[src/rtl/counter_ctrl.sv]
// ---------------------------------------------------------------------------
// counter_ctrl
//   Sequencing controller that turns a WIDTH-bit up-counter into a
//   programmable interval timer. It latches a terminal value on start, steps
//   through RUN/HOLD/DONE, and emits a one-cycle terminal-count tick. It
//   supports one-shot and auto-reload (periodic) modes.
//
// Ports
//   i_clk          system clock, all state updates on the rising edge
//   i_reset        synchronous, active-high reset
//   i_start        launch a count sequence (sampled every edge)
//   i_stop         abort the sequence and return to IDLE
//   i_pause        freeze the count while high (RUN/HOLD only)
//   i_auto_reload  1 = periodic, 0 = one-shot; sampled together with start
//   i_period       terminal count value; sampled together with start
//   o_count        current count value (registered)
//   o_busy         high in RUN or HOLD
//   o_paused       high in HOLD
//   o_tick         one-cycle pulse on terminal count (registered)
//   o_done         high in DONE (one-shot complete)
// ---------------------------------------------------------------------------
module counter_ctrl #(
    parameter int WIDTH = 4
) (
    input  logic             i_clk,
    input  logic             i_reset,
    input  logic             i_start,
    input  logic             i_stop,
    input  logic             i_pause,
    input  logic             i_auto_reload,
    input  logic [WIDTH-1:0] i_period,
    output logic [WIDTH-1:0] o_count,
    output logic             o_busy,
    output logic             o_paused,
    output logic             o_tick,
    output logic             o_done
);

    typedef enum logic [1:0] {
        S_IDLE = 2'd0,
        S_RUN  = 2'd1,
        S_HOLD = 2'd2,
        S_DONE = 2'd3
    } state_t;

    state_t           r_state;
    logic [WIDTH-1:0] r_count;
    logic [WIDTH-1:0] r_period_q;
    logic             r_reload_q;
    logic             r_tick;

    state_t           w_state_nxt;
    logic [WIDTH-1:0] w_count_nxt;
    logic [WIDTH-1:0] w_period_nxt;
    logic             w_reload_nxt;
    logic             w_tick_nxt;
    logic             w_launch;
    logic             w_terminal;

    // A start with a zero period is meaningless and is dropped.
    assign w_launch   = i_start && (i_period != '0);
    assign w_terminal = (r_count == r_period_q);

    always_comb begin
        w_state_nxt  = r_state;
        w_count_nxt  = r_count;
        w_period_nxt = r_period_q;
        w_reload_nxt = r_reload_q;
        w_tick_nxt   = 1'b0;

        if (i_stop) begin
            // Abort wins over everything except reset and drops any pending tick.
            w_state_nxt = S_IDLE;
            w_count_nxt = '0;
        end else begin
            case (r_state)
                S_IDLE, S_DONE: begin
                    if (w_launch) begin
                        w_period_nxt = i_period;
                        w_reload_nxt = i_auto_reload;
                        w_count_nxt  = '0;
                        w_state_nxt  = S_RUN;
                    end
                end
                S_RUN: begin
                    // Terminal count takes precedence over pause on the same edge.
                    if (w_terminal) begin
                        w_tick_nxt = 1'b1;
                        if (r_reload_q) begin
                            w_count_nxt = '0;
                        end else begin
                            w_state_nxt = S_DONE;
                        end
                    end else if (i_pause) begin
                        w_state_nxt = S_HOLD;
                    end else begin
                        w_count_nxt = WIDTH'(r_count + 1'b1);
                    end
                end
                S_HOLD: begin
                    if (!i_pause) begin
                        w_state_nxt = S_RUN;
                    end
                end
                default: begin
                    w_state_nxt = S_IDLE;
                    w_count_nxt = '0;
                end
            endcase
        end
    end

    always_ff @(posedge i_clk) begin
        if (i_reset) begin
            r_state    <= S_IDLE;
            r_count    <= '0;
            r_period_q <= '0;
            r_reload_q <= 1'b0;
            r_tick     <= 1'b0;
        end else begin
            r_state    <= w_state_nxt;
            r_count    <= w_count_nxt;
            r_period_q <= w_period_nxt;
            r_reload_q <= w_reload_nxt;
            r_tick     <= w_tick_nxt;
        end
    end

    assign o_count  = r_count;
    assign o_tick   = r_tick;
    assign o_busy   = (r_state == S_RUN) || (r_state == S_HOLD);
    assign o_paused = (r_state == S_HOLD);
    assign o_done   = (r_state == S_DONE);

endmodule

[config.mk]
export PLATFORM = sky130hd
export DESIGN_NAME = counter_ctrl
export DESIGN_NICKNAME = d
export VERILOG_FILES = /design/src/rtl/counter_ctrl.sv
export SDC_FILE = /design/constraint.sdc
export NUM_CORES = 1
export LEC_CHECK = 0
export BUFFER_PORTS_ARGS = -buffer_cell sky130_fd_sc_hd__buf_4
export CORE_MARGIN = 2
export CORE_UTILIZATION = 40
export CTS_CLUSTER_SIZE = 24
export DETAILED_ROUTE_END_ITERATION = 16
export PLACE_DENSITY = 0.63
export SETUP_SLACK_MARGIN = 0.2
export SLEW_MARGIN = 10
export SYNTH_ARGS = -nofsm -noshare
export SYNTH_HDL_FRONTEND = slang
export SYNTH_SLANG_ARGS = --single-unit
[constraint.sdc]
create_clock -name i_clk -period 2.72 [get_ports i_clk]
set_input_delay 0.272 -clock i_clk [delete_from_list [all_inputs] [get_ports i_clk]]
set_output_delay 0.272 -clock i_clk [all_outputs]
set_load 0.02 [all_outputs]
==> results.json <==
{
  "outcome": "finished, final reports clean",
  "arrival_ps": 2090,
  "grt.total_usage_pct": 16.6,
  "cts.clk_slew.worst_paths_ps": 70,
  "finalClockSkew_ps": 5.39,
  "final_area_um2": 813,
  "finalHoldViolations": 0,
  "initial_core_util_pct": 42.4,
  "clockRootBuffer": "clkbuf_4",
  "fp.dieW_um": 44.0,
  "layout_min_cycle_time_ps": 1960,
  "area_growth_pct": 27.2,
  "grt_pass1_vias": 529,
  "cts_buffer_depth": 2,
  "wl_per_cell_um": 13.3,
  "syn_nets": 83,
  "antenna_found_initial": 0,
  "drv_slew": 0,
  "dpl_cell_area_um2": 791,
  "setup_violations": 0,
  "ir_drop_mv": 0.212,
  "hold_buffers": 0,
  "fmax_mhz": 509,
  "synth_top_area_share_pct": 37.6,
  "min_path_type": "in2reg",
  "regArea_um2": 240,
  "cap_violations": 0,
  "grt_pass1_wl_um": 2260,
  "cp-start-kind": "flip-flop",
  "worst_ep_required_time_ps": 2850,
  "cts_setup_buffers": 0,
  "insertion_delay_ps": 260,
  "relSlewSlack_pct": 64.0,
  "grt-ovfl-total": 0,
  "rows": 14,
  "cts.sinks": 12,
  "layout-drive-gt1-share_pct": 29.2,
  "drc": 0,
  "drt_wl_total_um": 1390,
  "grt_max_degree": 10,
  "die_h_um": 44.0,
  "multi_input_area_um2": 377,
  "cts_tree": "built",
  "ys_ff_latch": 12,
  "io_pins": 18,
  "p_leak_nw": 0.374,
  "fillers": 149,
  "cts_resized": 0,
  "syn_inst": 69,
  "critPathMaxFanout": 7,
  "yosys.area.top_type": "dfxtp_1",
  "worstMarginPinSlew_ps": 538,
  "drtIter0Drc": 6,
  "num-nets-final": 105,
  "place.gp.congestion": 0.789,
  "syn_area_per_cell_um2": 9.27,
  "dieArea_um2": 1930,
  "htree_levels": 1,
  "syn_area_um2": 639,
  "dp_worst_setup_slack_ps": 749,
  "drtPass1Iterations": 4,
  "synth.area.top_cells": "dfxtp_1 38%, mux2i_1 9.4%, ha_1 7.8%",
  "antenna_left": 0,
  "rsz0062_at_grt": "no",
  "cp-end-kind": "flip-flop",
  "crit_type": "reg2reg",
  "utilization_pct": 54.0,
  "cts_buffers": 3,
  "final.setup.worst_slack_ps": 756,
  "ys_seq_area_share_pct": 37.6,
  "ys.warnings.count": 0,
  "min_period_over_period_pct": 72.2,
  "yosys.cell_types.count": 22,
  "fin_setup_tns_ps": 0,
  "vias": 550,
  "io_buffers": 17,
  "viasPerCell": 5.24,
  "total_power_w": 0.000371,
  "core_area_um2": 1510,
  "antennaDiodeCount": 0,
  "p_per_area_nw_per_um2": 456
}
==> synth_stat cells (all sizes together) <==
library cell / count
a2111oi: 2
a21oi: 4
a31o: 1
a31oi: 2
and2: 1
clkbuf: 1
dfxtp: 12
ha: 4
inv: 5
mux2i: 6
nand2: 1
nand3: 1
nor2: 7
nor3: 6
nor4: 2
o21a: 2
o21ai: 5
o41ai: 2
or4: 1
xor2: 4
==> layout make-up <==
type,count,area share (%)
sequential,12,29.5
multi-input combinational,51,46.3
timing repair buffer,18,16.6
inverter,5,2.31
tap,16,2.46
clock buffer,3,2.77
==> flip-flops by register name, summed over array words and instances (netlist names) <==
signal and count:
o_count 4, o_tick 1, r_period_q 4, r_reload_q 1, r_state 2
==> critical path, cell delays in order (launching register included) <==
cell and delay [ps]:
dfxtp_1 450, xor2_1 140, o41ai_2 540, nor2_1 100, a2111oi_2 440, a31oi_1 150
==> metal layers <==
layer | track usage [%] | up-vias | part of all wire [%]
li1 | - | 296 | -
met1 | 20.8 | 239 | 48
met2 | 24.4 | 13 | 47
met3 | 6.25 | 2 | 3.9
met4 | 9.09 | 0 | 1.1
met5 | 0 | - | 0
==> cell usage in the layout, fill, tap and decap left out, types with 2 or more instances in the layout <==
| cell type | n |
|---|---|
| a2111oi_2 | 2 |
| ha_1 | 4 |
| inv_1 | 5 |
| mux2i_1 | 6 |
| dfxtp_1 | 12 |
| o21ai_0 | 4 |
| nor4_1 | 2 |
| clkbuf_4 | 3 |
| a31oi_1 | 2 |
| buf_4 | 18 |
| nor3_1 | 6 |
| xor2_1 | 4 |
| nor2_1 | 7 |
| o21a_1 | 2 |
| a21oi_1 | 4 |
==> worst paths after layout <==
check | start | to | slack, ps | depth (start not counted)
min reg2reg | o_count[3]$_SDFFE_PP0P_ | o_count[3]$_SDFFE_PP0P_ | 520 | 1
max reg2reg | o_count[0]$_SDFFE_PP0P_ | o_count[3]$_SDFFE_PP0P_ | 760 | 5
min | i_stop | r_state[1]$_SDFFE_PP0P_ | 210 | 2
max | o_count[0]$_SDFFE_PP0P_ | o_count[3]$_SDFFE_PP0P_ | 760 | 5
==> logic make-up after synthesis <==
logic type	after synthesis	share of synthesized area, %
AND/OR/NAND/NOR	19	14.9
XOR/XNOR	4	5.48
adder cells (fa/ha/maj)	4	7.83
buffers and inverters	6	3.52
flip-flops	12	37.6
multiplexers	6	9.39
AO/OA/AOI/OAI	18	21.3
==> where the power goes <==
part           switching, W  internal, W
clock network     0.0000506    0.0000511
registers        0.00000628     0.000182
logic             0.0000434    0.0000375
total              0.000100     0.000271
==> metrics by stage <==
| step | hold WS [ps] | std cells |
|---|---|---|
| final | 214 | 105 |
| after CTS | 206 | 105 |
| after detailed placement | 491 | 102 |
| after floorplan | 348 | 69 |
| after global routing | 206 | 105 |
| after global placement | 491 | 102 |
Note: power is estimated with default switching activity, not from simulation.
